<file path="src/rtl/shift_add_mult.sv">
// Sequential shift-add multiplier.
// It multiplies two WIDTH-bit operands into a 2*WIDTH-bit product using
// one shift-add step per clock. One operation runs from the accept edge to
// a one-cycle done pulse, and takes WIDTH+2 cycles from accept to accept.
// Optional macro SHIFT_ADD_MULT_SIGNED_EN: when it is defined, the operands
// are two's complement. The block multiplies their magnitudes and negates
// the result when the operand signs differ.
module shift_add_mult #(
    parameter int WIDTH = 4
) (
    input  logic                 clk,
    input  logic                 rst,
    input  logic                 start,
    input  logic [WIDTH-1:0]     a,
    input  logic [WIDTH-1:0]     b,
    output logic                 ready,
    output logic                 done,
    output logic [2*WIDTH-1:0]   p
);

    localparam int CW = (WIDTH > 1) ? $clog2(WIDTH) : 1;
    localparam logic [CW-1:0] LAST = CW'(WIDTH - 1);

    typedef enum logic [1:0] {
        IDLE = 2'd0,
        RUN  = 2'd1,
        DONE = 2'd2
    } state_t;

    state_t r_state;
    state_t w_nextState;

    logic [WIDTH-1:0]   r_mcand;
    logic [WIDTH-1:0]   r_mplier;
    logic [2*WIDTH:0]   r_prod;
    logic [CW-1:0]      r_count;

    logic [WIDTH-1:0]   w_capA;
    logic [WIDTH-1:0]   w_capB;
    logic [WIDTH:0]     w_sum;
    logic [2*WIDTH:0]   w_stepProd;
    logic [2*WIDTH-1:0] w_result;
    logic [2*WIDTH-1:0] w_pLoad;
    logic               w_lastStep;

`ifdef SHIFT_ADD_MULT_SIGNED_EN
    logic               r_negate;
    logic               w_capNeg;

    // Convert signed operands to magnitudes. The most-negative value maps to 2^(WIDTH-1), which still fits.
    always_comb begin
        w_capA   = a[WIDTH-1] ? (~a + 1'b1) : a;
        w_capB   = b[WIDTH-1] ? (~b + 1'b1) : b;
        w_capNeg = a[WIDTH-1] ^ b[WIDTH-1];
    end
`else
    // Unsigned operands go straight into the datapath.
    always_comb begin
        w_capA = a;
        w_capB = b;
    end
`endif

    // Perform one shift-add step. The sum keeps a carry bit, then the whole partial product shifts right.
    always_comb begin
        w_sum      = r_prod[2*WIDTH:WIDTH] + (r_mplier[0] ? {1'b0, r_mcand} : {(WIDTH+1){1'b0}});
        w_stepProd = {w_sum, r_prod[WIDTH-1:0]} >> 1;
        w_result   = w_stepProd[2*WIDTH-1:0];
        w_lastStep = (r_state == RUN) && (r_count == LAST);
`ifdef SHIFT_ADD_MULT_SIGNED_EN
        w_pLoad    = r_negate ? (~w_result + 1'b1) : w_result;
`else
        w_pLoad    = w_result;
`endif
    end

    // State register. Reset returns to IDLE and discards any operation in flight.
    always_ff @(posedge clk) begin
        if (rst) begin
            r_state <= IDLE;
        end else begin
            r_state <= w_nextState;
        end
    end

    // Next-state logic and handshake outputs. ready is high only in IDLE, and done is high only in DONE.
    always_comb begin
        w_nextState = r_state;
        ready       = 1'b0;
        done        = 1'b0;
        unique case (r_state)
            IDLE: begin
                ready = 1'b1;
                if (start) begin
                    w_nextState = RUN;
                end
            end
            RUN: begin
                if (w_lastStep) begin
                    w_nextState = DONE;
                end
            end
            DONE: begin
                done        = 1'b1;
                w_nextState = IDLE;
            end
            default: begin
                w_nextState = IDLE;
            end
        endcase
    end

    // Datapath: capture operands on accept, step once per RUN cycle, and update p only on the final step.
    always_ff @(posedge clk) begin
        if (rst) begin
            r_mcand  <= '0;
            r_mplier <= '0;
            r_prod   <= '0;
            r_count  <= '0;
            p        <= '0;
`ifdef SHIFT_ADD_MULT_SIGNED_EN
            r_negate <= 1'b0;
`endif
        end else begin
            unique case (r_state)
                IDLE: begin
                    if (start) begin
                        r_mcand  <= w_capA;
                        r_mplier <= w_capB;
                        r_prod   <= '0;
                        r_count  <= '0;
`ifdef SHIFT_ADD_MULT_SIGNED_EN
                        r_negate <= w_capNeg;
`endif
                    end
                end
                RUN: begin
                    r_prod   <= w_stepProd;
                    r_mplier <= r_mplier >> 1;
                    r_count  <= r_count + CW'(1);
                    if (w_lastStep) begin
                        p <= w_pLoad;
                    end
                end
                default: begin
                end
            endcase
        end
    end

endmodule

</file>
<file path="config.mk">
export PLATFORM = sky130hd
export DESIGN_NAME = shift_add_mult
export DESIGN_NICKNAME = d
export VERILOG_FILES = /design/src/rtl/shift_add_mult.sv
export SDC_FILE = /design/constraint.sdc
export NUM_CORES = 1
export LEC_CHECK = 0
export BUFFER_PORTS_ARGS = -buffer_cell sky130_fd_sc_hd__buf_2
export CORE_MARGIN = 5
export CORE_UTILIZATION = 48
export CTS_CLUSTER_SIZE = 16
export DETAILED_ROUTE_END_ITERATION = 10
export PLACE_DENSITY = 0.75
export SLEW_MARGIN = 25
export SYNTH_ARGS = -nofsm -noshare
export SYNTH_HDL_FRONTEND = slang
export SYNTH_SLANG_ARGS = --single-unit
export TNS_END_PERCENT = 30
</file>
<file path="constraint.sdc">
create_clock -name clk -period 1.5 [get_ports clk]
set_input_delay 0.075 -clock clk [delete_from_list [all_inputs] [get_ports clk]]
set_output_delay 0.075 -clock clk [all_outputs]
set_load 0.01 [all_outputs]
</file>
==> out/qor.txt <==
Final Hold Viols -> 0
CP max stage cell -> fa_2
Fin Hold WS -> 0.0417 ns
top-area cell type share of the netlist area -> 0.442
count of different cell masters after synthesis -> 34
Worst Setup EP -> p[7]
Crit Path Max Fanout -> 2
Max Clock Freq -> 617 MHz
leak pwr -> 0.601 nW
chip height -> 60.5 um
CTS tree -> built
DRC -> 0
gpl congestion -> 0.785
Main synth FF type -> dfxtp_1
Netlist Area Pre-Place -> 0.00122 sq mm
worst slew pin tran -> 0.538 ns
top-count cell post-synth -> nand2_1
DR iter-0 viols -> 40
Power Density -> 815 mW/mm^2
Synth area leaders -> dfxtp_1, nand2_1, a21oi_1, ha_1, nand3_1
CP Capture Type -> flop
failing checks -> setup timing
CP Launch Point -> r_mcand[0]
WL final -> 2.72 mm
Die Wd -> 60.5 um
GRT Resource Usage Total -> 0.163
core area -> 0.00245 sq mm
global-route wire length before repair -> 4.46 mm
worst hold path class -> input port to flop
total grt overflow -> 0
Fillers -> 223
RSZ-0062 raised after global routing -> yes
WP data required -> 1.71 ns
antenna violations before repair -> 0
vias in the first global route -> 1016
Max Clock Skew -> 0.00503 ns
Synthesis Warnings -> 0
async set-reset flop share out of synthesis -> 0
final worst slack -> -0.120 ns
slowest stage delay, CP -> 0.37 ns
Post-Synthesis Cells -> 138
Syn Nets -> 155
drt first pass iters -> 4
total CTS buffers -> 3
antenna-violating nets left -> 0
Reg2Reg Depth -> 6
Ports -> 21
antenna cell count -> 0
share of post-route cells with drive strength above 1 -> 0.263
worst hold start -> b[0]
launching point of the worst reg2reg path -> r_mcand[0]
utilization after layout -> 0.615
Root Driver -> clkbuf_4
worst-path cell chain -> and2_4, ha_4, fa_2, a21o_1, a21oi_2, a211oi_1
synth cell count leaders -> nand2_1, dfxtp_1, a21oi_1
P&R area growth vs syn -> 23.4%
max-capacitance violation count -> 0
worst skew pair latency -> 0.33 ns
Buffers on Ports -> 20
sequential element share of the synthesized area -> 0.442
Synth area leader -> dfxtp_1
Worst R2R End -> p[7]
Initial Util -> 0.498
VDD IR max -> 0.000549 V
largest net degree at the start of global routing -> 32
Slew headroom -> 0.641
status -> complete, but fails checks
final setup fails -> 3
WL per Instance -> 13.8 um
CP Launch Type -> flop
Syn Area/Cell -> 8.86 sq um
Nets -> 185
clock sinks -> 27
via count -> 1064
Vias/cell -> 5.40
Slew Limit Fails -> 0
Reg clk slew, reported paths -> 0.15 ns
DP HPWL -> 1.82 mm
Tmin final -> 1.62 ns
Rows -> 18
Max clock buf depth -> 2
Seq cells post-synth -> 27
Tcrit/Tclk final -> 1.08
CP arrival -> 1.83 ns
Die ar. -> 0.00366 sq mm
Post-synth EDFFs -> 0
register-to-register setup slack -> -0.12 ns
H-tree levels -> 1
final setup TNS -> -0.245 ns
WS Path Type -> flop to flop
through the flow:
step                      setup WS, ns  cell area (sq um)  cells  power [W]
final                           -0.120               1510    197    0.00123
after detailed placement       -0.0927               1350    185   0.000900
after global routing            -0.174               1510    197    0.00129
after floorplan               -0.00672               1230    138   0.000868
after CTS                      -0.0475               1500    197    0.00124
after global placement         -0.0386               1350    185   0.000894
worst min-delay path by stage:
stage / slack (ns) / endpoint / cells past startpoint
after global placement: 0.32 / r_mcand[1] / 3
after CTS: 0.005 / r_mplier[0] / 3
after global routing: 0.02 / r_mplier[0] / 3
after detailed placement: 0.33 / r_mcand[1] / 3
after floorplan: 0.21 / r_mcand[0] / 2
final: 0.04 / r_mplier[0] / 3
per-layer routing:
layer  up-vias  wire, um  global-route usage
met5         -         0                   0
met4         0        60              0.0712
met3         8       123              0.0319
met2        26      1300               0.276
li1        540         -                   -
met1       490      1240               0.202
cell families (layout without fill, tap and decap cells):
kind of cell / count (synthesis) / count (layout) / synth area share
and+or+nand+nor: 65 / 65 / 0.261
AOI/OAI and AO/OA: 30 / 30 / 0.164
DFF: 27 / 27 / 0.442
buffers and inverters: 8 / 37 / 0.0502
adders and majority gates: 6 / 6 / 0.0676
xor gates and xnor gates: 1 / 1 / 0.00717
muxes: 1 / 1 / 0.00819
final cells by class:
| class | instances | area, sq um | area share |
|---|---|---|---|
| Tap cell | 30 | 37.5 | 0.0249 |
| Sequential cell | 27 | 543 | 0.360 |
| Clock buffer | 3 | 22.5 | 0.0149 |
| Timing Repair Buffer | 33 | 215 | 0.143 |
| Clock inverter | 1 | 7.51 | 0.00498 |
| Multi-Input combinational cell | 103 | 683 | 0.453 |
where the power goes:
part	internal (W)	switching (W)
clock network	0.000102	0.000220
logic	0.0000690	0.0000802
registers	0.000740	0.0000183
total	0.000911	0.000318
critical path, delay by kind of cell, from the launching register on:
| kind | cells | cell delay (ns) |
|---|---|---|
| AND/OR/NAND/NOR | 1 | 0.15 |
| flip-flops | 1 | 0.35 |
| adder cells (fa/ha/maj) | 2 | 0.52 |
| AO/OA/AOI/OAI | 3 | 0.47 |
what timing repair did:
| action | in CTS | in global routing |
|---|---|---|
| pin swaps | 6 | 0 |
| endpoints found under the hold margin | 7 | 0 |
| setup endpoints to repair | 6 | 6 |
| setup buffers | 1 | 0 |
| resized for setup | 7 | 2 |
| hold buffers | 7 | 0 |
sequential cells by signal (all words and copies together) (netlist names):
register	flops
r_count	2
p	8
r_state	2
r_mplier	4
r_prod	7
r_mcand	4
layout by cell type (no fill, tap or decap), drive strengths merged, types with 2 or more instances in the layout:
cell type | Yosys | final
and2 | 4 | 4
dlygate4sd3 | 0 | 7
nand3 | 8 | 8
a311oi | 3 | 3
a2111o | 2 | 2
a211oi | 2 | 2
nand4 | 2 | 2
nand3b | 4 | 4
clkbuf | 1 | 3
nor2 | 11 | 11
dfxtp | 27 | 27
nand2 | 29 | 29
a21oi | 16 | 16
buf | 7 | 26
nor2b | 2 | 2
ha | 5 | 5
Power figures use the tool's default switching activity.
